--- src/rtl/pipe_reg.sv ---
`default_nettype none
// ============================================================================
// Module      : pipe_reg
// Description : Two-entry skid-buffered pipeline register. The main register
//               drives out_data and the skid register catches the payload
//               accepted while downstream stalls. in_ready and out_valid are
//               decoded from flops only, so no combinational path crosses
//               the stage in either direction.
// Revision    : 1.0 - initial release
// ============================================================================
module pipe_reg #(
    parameter int               WIDTH   = 32,
    parameter logic [WIDTH-1:0] RST_VAL = {WIDTH{1'b0}}
) (
    input  logic             clk,
    input  logic             rst,
    input  logic             flush,
    input  logic             in_valid,
    output logic             in_ready,
    input  logic [WIDTH-1:0] in_data,
    output logic             out_valid,
    input  logic             out_ready,
    output logic [WIDTH-1:0] out_data,
    output logic [1:0]       occupancy
);

    // The encoding equals the number of held entries.
    localparam logic [1:0] c_EMPTY = 2'd0;
    localparam logic [1:0] c_BUSY  = 2'd1;
    localparam logic [1:0] c_FULL  = 2'd2;

    logic [1:0]       r_state;
    logic [1:0]       w_state_nxt;
    logic [WIDTH-1:0] r_main;
    logic [WIDTH-1:0] r_skid;
    logic             w_accept;
    logic             w_drain;
    logic             w_load_main_in;
    logic             w_load_main_skid;
    logic             w_load_skid;

    assign w_accept = in_valid & in_ready;
    assign w_drain  = out_valid & out_ready;

    // State register; reset outranks everything else.
    always_ff @(posedge clk) begin
        if (rst) begin
            r_state <= c_EMPTY;
        end else begin
            r_state <= w_state_nxt;
        end
    end

    // Next state and datapath load enables; flush discards any transfer.
    always_comb begin
        w_state_nxt      = r_state;
        w_load_main_in   = 1'b0;
        w_load_main_skid = 1'b0;
        w_load_skid      = 1'b0;
        if (flush) begin
            w_state_nxt = c_EMPTY;
        end else begin
            case (r_state)
                c_EMPTY: begin
                    if (w_accept) begin
                        w_load_main_in = 1'b1;
                        w_state_nxt    = c_BUSY;
                    end
                end
                c_BUSY: begin
                    if (w_accept && w_drain) begin
                        w_load_main_in = 1'b1;
                    end else if (w_accept) begin
                        w_load_skid = 1'b1;
                        w_state_nxt = c_FULL;
                    end else if (w_drain) begin
                        // main keeps its value so out_data holds the last payload
                        w_state_nxt = c_EMPTY;
                    end
                end
                c_FULL: begin
                    // in_ready is low here, so only a drain can happen
                    if (w_drain) begin
                        w_load_main_skid = 1'b1;
                        w_state_nxt      = c_BUSY;
                    end
                end
                default: begin
                    w_state_nxt = c_EMPTY;
                end
            endcase
        end
    end

    // Payload registers; reset and flush both restore RST_VAL.
    always_ff @(posedge clk) begin
        if (rst || flush) begin
            r_main <= RST_VAL;
            r_skid <= RST_VAL;
        end else begin
            if (w_load_main_in) begin
                r_main <= in_data;
            end else if (w_load_main_skid) begin
                r_main <= r_skid;
            end
            if (w_load_skid) begin
                r_skid <= in_data;
            end
        end
    end

    // Handshake and status outputs decoded purely from the state flops.
    always_comb begin
        in_ready  = (r_state != c_FULL);
        out_valid = (r_state != c_EMPTY);
        occupancy = r_state;
    end

    assign out_data = r_main;

endmodule
`default_nettype wire

--- config.mk ---
export PLATFORM = sky130hd
export DESIGN_NAME = pipe_reg
export DESIGN_NICKNAME = d
export VERILOG_FILES = /design/src/rtl/pipe_reg.sv
export SDC_FILE = /design/constraint.sdc
export NUM_CORES = 1
export LEC_CHECK = 0
export CORE_AREA = 2 2 78 80
export CTS_CLUSTER_SIZE = 16
export DETAILED_ROUTE_END_ITERATION = 12
export DIE_AREA = 0 0 80 82
export GPL_ROUTABILITY_DRIVEN = 1
export PLACE_DENSITY = 0.82
export SYNTH_ARGS = -nofsm -noshare
export SYNTH_HDL_FRONTEND = slang
export SYNTH_SLANG_ARGS = --single-unit
--- constraint.sdc ---
create_clock -name clk -period 3.3 [get_ports clk]
set_clock_uncertainty 0.05 [all_clocks]
set_input_delay 0.825 -clock clk [delete_from_list [all_inputs] [get_ports clk]]
set_output_delay 0.825 -clock clk [all_outputs]
set_load 0.02 [all_outputs]
# Word-level counts from Yosys, hierarchy flattened
# Index checks and enable logic that the tools add are counted.
# totals
regBits	66
inputBits	37
output_inout_bits	36
word_cells	37
# classes
n_eq_ne	7
n_mux	18
bitwise_logic	2
n_reduce_logical	7
# ops
cell	n
$mux 32	2
$mux 2	5
$mux 1	9
$ne 2x2->1 const B	4
$pmux 2 s3	1
$reduce_and 4->1	1
$reduce_bool 2->1	2
$ne 3x3->1 const B	1
$and 1x1->1	2
$eq 2x1->1 const B	1
$eq 2x2->1 const B	1
$logic_not 2->1	1
$pmux 1 s2	1
$reduce_or 2->1	1
$logic_and 1x1->1	1
$logic_or 1x1->1	1

# Depth between registers and ports, before layout
# depth
depth_word	7
ltp_mapped	6
mapped_depth_nobuf	3

# Least setup slack after synthesis
# OpenSTA, ideal clock, no wires.
# synth_timing
kind	input to register
from	in flush
to	reg r_main[29] (netlist: out_data[29])
setup_ns	0.133
t_arrival_ns	1.634
required_ns	3.117
setup_slack_ns	1.483
cell_stages	5
n_path_buf	2
path_cell_list	or3b_1 > buf_6 > buf_6 > nor3_1 > a311oi_1
# synth_via
elab_chain_len	2
word_cells_on_any_way	5
classes_between	mux (3); reduce/logical (2)
# synth_lines
element	line_no	text
start: declaration	17	input logic flush,
$mux 1	60	if (flush) begin
$mux 32 / $reduce_bool 2->1 (equally long branches)	--	
end signal: assignment	102	r_main <= in_data;
end signal: assignment	104	r_main <= r_skid;
end: declaration	34	logic [WIDTH-1:0] r_main;
# Several ways; a longest one is shown, not always the timed one.
# A chain may end at the register's enable or synchronous reset.

# Final worst setup path
# layout_timing
from	in out_ready
to	reg r_main[17] (netlist: out_data[17])
# layout_via
elab_chain_len	6
word_cells_on_any_way	10
classes_between	mux (7); bitwise (1); reduce/logical (2)
# layout_lines
element	line_no	text
start: declaration	22	input logic out_ready,
$and 1x1->1 *	43	assign w_drain = out_valid & out_ready;
$logic_and 1x1->1	71	if (w_accept && w_drain) begin
$mux 1	71	
$pmux 1 s2	63	case (r_state)
$mux 1	60	
$mux 32 / $reduce_bool 2->1 (equally long branches)	--	
# Every way passes the cells marked *; elsewhere a longest branch is shown, timed or not.

==> results by group <==
Route
  – Post-Route WL: just over 7 mm
  – Residual DRC: 0
  – Routed length per instance: between 15 and 20 um
  – DR iter-0 viols: between 150 and 200
  – Vias per inst: about 5.8
  – Post-route ant nets: 0
  – DRT Pass-1 Iters: 4
  – DR vias: approximately 2800

Clocking
  – CTS Sinks: 66
  – H-tree depth: 3
  – CTS resizes: 0
  – TritonCTS clock tree: yes
  – CTS Buf Count: 9
  – Root Driver: clkbuf_8
  – Worst-Skew Late Latency: between 0.3 and 0.4 ns
  – CTS Buffer Depth: 2
  – Clock Pin Slew Worst Setup and Hold Paths: approximately 0.080 ns
  – Post-CTS Hold Buffers: 0
  – Post-CTS setup buffer count: 0

Setup path
  – CP Capture Type: flip-flop
  – Crit-path max FO: 25
  – Crit path largest cell delay: about 0.67 ns
  – CP bufs+invs: 2
  – Setup CP Type: primary input to flip-flop
  – Worst Path Arrival: ~2.7 ns
  – Crit path max-delay cell type: and4bb_2
  – Crit path max-delay family: buffers and inverters
  – Req. time, crit path: approximately 3.5 ns
  – CP startpoint kind: primary input
  – Cells along the critical path: clkdlybuf4s50_1 -> and4bb_2 -> buf_4 -> nand2_1 -> a311oi_1
  – Reg-to-reg slack, setup: 1.34 ns

Logic synthesis
  – Main synth FF type: dfxtp_1
  – Mapped Nets: 384
  – Number of flops mapped to enable cells by yosys: 0
  – Avg Cell Area, Syn: 8.344 sq um
  – Seq cells post-synth: 66
  – Seq/Total Area, Yosys: 45.64%
  – YS warnings: 0
  – Syn Inst Count: 347
  – Synth unique cells: 27
  – Synth top area share: 45.64%
  – Largest cells by area after synthesis: dfxtp_1, a311oi_1, nand2_1, a21oi_1, nand3_1
  – Mapped Area: roughly 0.0029 sq mm
  – Area leader, netlist: dfxtp_1
  – Async S/R FF share, synth: 0%

Placement
  – I/O Buffers: ~70
  – Gpl congestion: about 0.75
  – HPWL Detailed: roughly 4.3 mm

Worst hold path
  – Hold/Removal Path Class: flip-flop to flip-flop

Floorplan
  – Die height: between 80 and 90 um
  – IO Count: 73
  – Initial Utilization: roughly 50%
  – Placeable Area: around 0.0057 sq mm
  – Die area: approximately 0.0066 sq mm
  – Chip Width: 80 um
  – FP Rows: 28

Timing
  – Post-route setup TNS: 0 ns
  – Relative slew slack: around a fifth
  – Max Fclk: between 300 and 400 MHz
  – Unrepaired setup endpoints after global routing: false
  – Min Clock Period, post-route: 2.551 ns
  – Worst Max-Slew Pin Slew: approximately 1.2 ns
  – Final Hold Viols: 0
  – Final Max Tran Viols: 0
  – # setup viols final: 0
  – Crit share post-route: roughly 77%

Cells and area
  – Nets: between 400 and 500
  – Commonest non-fill, non-tap cells in the layout: clkdlybuf4s50_1, nand2_1, dfxtp_1, a21oi_1
  – Antenna fix cells: 0
  – Layout cells sized above 1: approximately 8.7%
  – # fillers: slightly below 500
  – Layout area overhead: 29.17%
  – Commonest non-fill, non-tap cell in the layout: clkdlybuf4s50_1
  – Finished Core Util: 65.09%

GRT
  – Vias in the first global route: 2564
  – Largest net degree at the start of global routing: 67
  – All-layer global routing usage: between 20% and 30%
  – First-pass GRT wire length: between 10 and 15 mm
  – Congestion Overflow GR: 0
  – Initial antenna violation count: 0

Job
  – Max Cap Viol: 0

Pwr
  – Max rail drop VDD: around 0.29 mV
  – Pwr dens: ~470 mW/mm^2
  – Lkg Pwr: 1.137 nW

Outcome
  – Status: finished clean
-- worst register-to-register path, stage by stage, from the launching register on --
cell,delay [ns]
dfxtp_1,0.53
and4bb_2,0.67
buf_4,0.28
nand2_1,0.06
a311oi_1,0.27
-- metal layers --
metal | track usage (%) | part of all wire, %
met4 | 8.305 | 1.6
met5 | 0 | 0
met1 | 28.11 | 43
met2 | 37.75 | 49
met3 | 5.275 | 6.0
-- cells in the mapped netlist, drive strengths merged (2+ instances only) --
master / count
clkbuf: 8
nand3: 32
a21oi: 33
or2: 2
o21ai: 32
or3b: 2
buf: 31
nand2b: 2
nand2: 66
nor3: 32
a311oi: 32
dfxtp: 66
-- final timing paths --
path                             startpoint                        end  cells past startpoint
hold / removal      r_skid[21]$_SDFFE_PP0P_    r_skid[21]$_SDFFE_PP0P_                      2
setup / recovery                  out_ready  out_data[17]$_SDFFE_PP0P_                      5
setup reg to reg  occupancy[1]$_SDFFE_PP0P_  out_data[17]$_SDFFE_PP0P_                      4
hold reg to reg     r_skid[21]$_SDFFE_PP0P_    r_skid[21]$_SDFFE_PP0P_                      2
-- through the flow --
step | setup slack, ns | instance area [sq um] | instances | power [W] | hold WS [ns]
floorplan | 1.483 | 2895 | 347 | 0.0009415 | 0.3937
CTS | 0.7609 | 3740 | 477 | 0.001749 | 0.4156
finish | 0.7490 | 3740 | 477 | 0.001741 | 0.4132
detailed placement | 0.4018 | 3533 | 462 | 0.001033 | 0.4050
global route | 0.6093 | 3740 | 477 | 0.001795 | 0.4364
global placement | 0.4983 | 3533 | 462 | 0.001030 | 0.3995
-- registers in the layout, indices dropped and copies added (netlist names) --
signal,flops
occupancy,2
out_data,32
r_skid,32
-- cells by family after synthesis --
| kind of cell | after synthesis | share of synthesized area (%) |
|---|---|---|
| muxes | 1 | 0.3457 |
| AOI/OAI and AO/OA | 99 | 21.91 |
| buffers and inverters | 39 | 8.600 |
| and+or+nand+nor | 142 | 23.51 |
| DFF | 66 | 45.64 |
-- cell type report --
class	instances	area (sq um)	share of cell area, %
Clock buffer	9	123.9	3.312
Timing Repair Buffer	79	785.8	21.01
Tap cell	75	93.84	2.509
Sequential cell	66	1321	35.33
Multi-Input combinational cell	242	1333	35.63
Clock inverter	6	82.58	2.208
-- power breakdown --
part | total (W) | leakage (nW) | internal [W] | switching, W
Sequential | 0.000822 | 0.534 | 0.000812 | 0.00000972
Combinational | 0.000194 | 0.498 | 0.0000888 | 0.000105
Clock | 0.000726 | 0.105 | 0.000417 | 0.000309
No activity file was read; power rests on OpenSTA's default activity.
==> RTL edit 1: new RTL, same settings <==
Change the parameter `WIDTH` from 32 to 16.
--- a/src/rtl/pipe_reg.sv
+++ b/src/rtl/pipe_reg.sv
@@ -11,3 +11,3 @@
 module pipe_reg #(
-    parameter int               WIDTH   = 32,
+    parameter int               WIDTH   = 16,
     parameter logic [WIDTH-1:0] RST_VAL = {WIDTH{1'b0}}
Interface: changed (resized in_data and out_data); port bits go from 73 to 41. The function was not compared with the original's and may differ.
==> RTL edit 1 against the unedited design <==
Wire length shrank 46%; synthesized cell count down 47%; sequential cell count decreased by 32; utilization decreased by 27 points; total power fell by 41%; area after synthesis shrank 42%; final area is 41% lower; highest routed layer unchanged; first-iteration DRC count shrank 71%; worst setup slack gained 0.086 ns.
==> RTL edit 1: results (changes against the unedited design) <==
Cells and area:
- The layout buffer count excluding clock buffers was 44 (was 79).
- The non-filler instance count after layout is 291 (was 477).
- The count of clock-net buffers in the final layout came to 6 (was 9).
- The area of all sequential standard cells is 681 um^2 (was 0.00132 mm^2).
- The multi-input gate share of total cell area came to 0.391 (was 0.356).
- The share of cells above drive strength 1 is 0.199 (was 0.0871).

Routing:
- The overall via count from detail_route is 1447 (was 2769).
- The violation count after the first detailed-routing iteration is 54 (was 184).

Yosys:
- Ranking of synthesized cells by area: sky130_fd_sc_hd__dfxtp_1 (40%), sky130_fd_sc_hd__a311oi_2 (8.9%), sky130_fd_sc_hd__nor3_2 (8.3%), sky130_fd_sc_hd__nand2_1 (7.3%), sky130_fd_sc_hd__a21oi_1 (5.0%) (was sky130_fd_sc_hd__dfxtp_1 (46%), sky130_fd_sc_hd__a311oi_1 (9.7%), sky130_fd_sc_hd__nand2_1 (8.6%), sky130_fd_sc_hd__a21oi_1 (5.7%), sky130_fd_sc_hd__nand3_1 (5.5%)).
- The gate count after technology mapping came to 184 (was 347).
- The total nets after synthesis came to 205 (was 384).

Global routing:
- The fraction of met1 tracks used by global routing is 0.153 (was 0.281).
- The global-route met2 utilization is 0.211 (was 0.378).
- The via count of the first global-routing pass is 1400 (was 2564).
- The largest net degree at the start of global routing is 35 (was 67).

Timing:
- The max-slew headroom at the worst pin is 0.488 (was 0.188).
- The share of the clock period used by the worst path after layout is 0.747 (was 0.773).
- The hold slack is 0.431 ns (was 0.413 ns).

Worst setup path:
- The type of the worst setup path is reg -> out (was in -> reg).
- The endpoint class of the critical path is an output port (was flop).
- The critical path arrival is 1.59 ns (was 2.74 ns).
- The slack of the worst reg-to-reg path is 1.48 ns (was 1.34 ns).
- The peak fanout along the critical path is 10 (was 25).
- The delay of the slowest critical-path stage was 0.59 ns (was 0.67 ns).
- The capture point of the worst path is out_valid (was out_data[17]).

Place:
- The post-placement cell count was 283 (was 462).
- The routability congestion estimate is 0.717 (was 0.749).
- The cell area after placement came to 0.00207 mm^2 (was 0.00353 mm^2).
- The number of input and output port buffers inserted is 40 (was 72).

Power:
- The switching power share of the total is 0.222 (was 0.243).
- The overall power of the completed layout is 1.02 mW (was 1.74 mW).
- The sequential power is 424 uW (was 822 uW).
- The leakage component of the power is 0.670 nW (was 1.14 nW).
- The combinational group power is 119 uW (was 194 uW).

Outcome:
- Result of the run: finished clean (unchanged).

Min path:
- The worst hold endpoint is out_data[3] (was r_skid[21]).
RTL edit 1: cell types whose count changed in the layout (fill, tap and decap cells not counted), moves of 10 or more:
cell and change:
sky130_fd_sc_hd__a21oi_1 -16, sky130_fd_sc_hd__a311oi_1 -26, sky130_fd_sc_hd__a311oi_2 +10, sky130_fd_sc_hd__clkdlybuf4s50_1 -32, sky130_fd_sc_hd__dfxtp_1 -32, sky130_fd_sc_hd__nand2_1 -33
sky130_fd_sc_hd__nand3_1 -16, sky130_fd_sc_hd__nor3_1 -28, sky130_fd_sc_hd__nor3_2 +12, sky130_fd_sc_hd__o21ai_1 -13
RTL edit 1: kinds of logic (layout without fill, tap and decap cells):
logic type | count (synthesis) | in the layout | share of synthesized area
compound gates | 51 | 51 | 0.228
buf+inv | 20 | 52 | 0.0852
flops | 34 | 34 | 0.403
mux | 1 | 1 | 0.00593
simple gates | 78 | 78 | 0.277
==> RTL edit 2: new RTL, config.mk and constraints unchanged <==
Without the edit above. Make the reset (`rst`) asynchronous in one clocked block.
--- a/src/rtl/pipe_reg.sv
+++ b/src/rtl/pipe_reg.sv
@@ -45,3 +45,3 @@
     // State register; reset outranks everything else.
-    always_ff @(posedge clk) begin
+    always_ff @(posedge clk or posedge rst) begin
         if (rst) begin
Formal check against the unedited RTL: differs if rst is asserted again (counterexample within 4 cycles, from zero or initial values and one cycle with rst high); with rst held inactive, the same outputs for 10 cycles.
==> RTL edit 2 against the unedited design <==
Worst setup slack worse by 0.061 ns; fmax shrank 2.3%; register-to-register slack got worse by 0.05 ns; sequential cell count is the same; clock power is 20% lower; synthesized cell count rose by 0.29%; sequential power rose by 0.5%; critical path depth decreased by 3; area after synthesis is 9.3% higher; final area is 6.3% higher; combinational power is 27% higher; wire length up 5.2%; total power decreased by 5.1%; critical path type is now reg -> out.
==> RTL edit 2: results (changes against the unedited design) <==
Worst setup path:
- The end of the worst register-to-register path is out_data[7] (was out_data[17]).
- The peak fanout along the critical path is 10 (was 25).
- The slack of the worst reg-to-reg path is 1.29 ns (was 1.34 ns).
- The worst-path cell with the longest stage delay is sky130_fd_sc_hd__clkdlybuf4s50_1 (was sky130_fd_sc_hd__and4bb_2).
- The critical path arrival is 1.74 ns (was 2.74 ns).
- The capture point of the worst path is out_valid (was out_data[17]).

Power:
- The maximum vdd drop is 0.230 mV (was 0.289 mV).
- The switching power share of the total came to 0.267 (was 0.243).
- The internal power component came to 1.21 mW (was 1.32 mW).
- The share of total power in sequential cells is 0.500 (was 0.472).
- The leakage component of the power is 1.21 nW (was 1.14 nW).

Routing:
- The mean routed wirelength per cell is 15.8 um (was 15.1 um).
- The overall via count from detail_route is 2808 (was 2769).

Global routing:
- The total track usage is 0.243 (was 0.224).
- The via count of the first global-routing pass is 2630 (was 2564).
- The first-pass GRT wire length is 12.3 mm (was 11.6 mm).

Cells and area:
- The share of cells above drive strength 1 came to 0.192 (was 0.0871).
- The non-filler instance count after layout was 481 (was 477).
- The number of filler cells placed in the layout came to 495 (was 491).
- The multi-input gate share of total cell area is 0.395 (was 0.356).
- The number of ordinary inverters in the final layout is 1 (was 0).
- The count of clock-net buffers in the final layout is 13 (was 9).
- The area of all sequential standard cells was 0.00133 mm^2 (was 0.00132 mm^2).
- The non-clock buffer area fraction after layout is 0.205 (was 0.210).

Yosys:
- The post-synthesis average cell area is 9.10 um^2 (was 8.34 um^2).
- Top cells by count, synth: sky130_fd_sc_hd__nand2_1 (65), sky130_fd_sc_hd__dfxtp_1 (64), sky130_fd_sc_hd__a21oi_1 (33) (was sky130_fd_sc_hd__dfxtp_1 (66), sky130_fd_sc_hd__nand2_1 (66), sky130_fd_sc_hd__a21oi_1 (33)).
- The number of distinct library cells after synthesis is 32 (was 27).
- The total nets after synthesis is 385 (was 384).
- The portion of the post-synthesis area used by sequential elements is 0.421 (was 0.456).
- The fraction of registers with async set or reset after synthesis was 0.0303 (was 0).

Place:
- The post-place setup slack is 0.475 ns (was 0.402 ns).
- The detailed placer's ending HPWL came to 4.66 mm (was 4.26 mm).

Timing:
- The worst setup slack after layout came to 0.688 ns (was 0.749 ns).
- The pin slew with the least headroom to its limit is 1.00 ns (was 1.22 ns).

Outcome:
- Result of the run: finished clean (unchanged).

Min path:
- The hold path startpoint is r_skid[4] (was r_skid[21]).
## RTL edit 2: cell count changes after synthesis, sizes merged
cell | unedited run | this run
clkbuf | 8 | 3
dfxtp | 66 | 64
dfrtp | 0 | 2
inv | 0 | 1
buf | 31 | 36
## RTL edit 2: cell families (layout without fill, tap and decap cells)
logic type      Yosys count  count (layout)  share of synthesized area
mux                       1               1                    0.00316
compound gates           99              99                      0.231
simple gates            142             142                      0.257
flops                    66              66                      0.421
buf+inv                  40              98                     0.0885
## RTL edit 2: metal layers
metal  share of wire  track usage  routed length [um]  vias up
li1                -            -                   -     1360
met1            0.44        0.307                3320     1342
met2            0.49        0.382                3690       89
met3           0.050       0.0538                 382       17
met4           0.027        0.147                 203        0
met5               0            0                   0        -
## RTL edit 2: stage by stage
step / hold slack [ns] / area (um^2)
finish: 0.424 / 3980
global route: 0.439 / 3980
CTS: 0.426 / 3980
detailed placement: 0.416 / 3810
global placement: 0.400 / 3810
floorplan: 0.394 / 3170
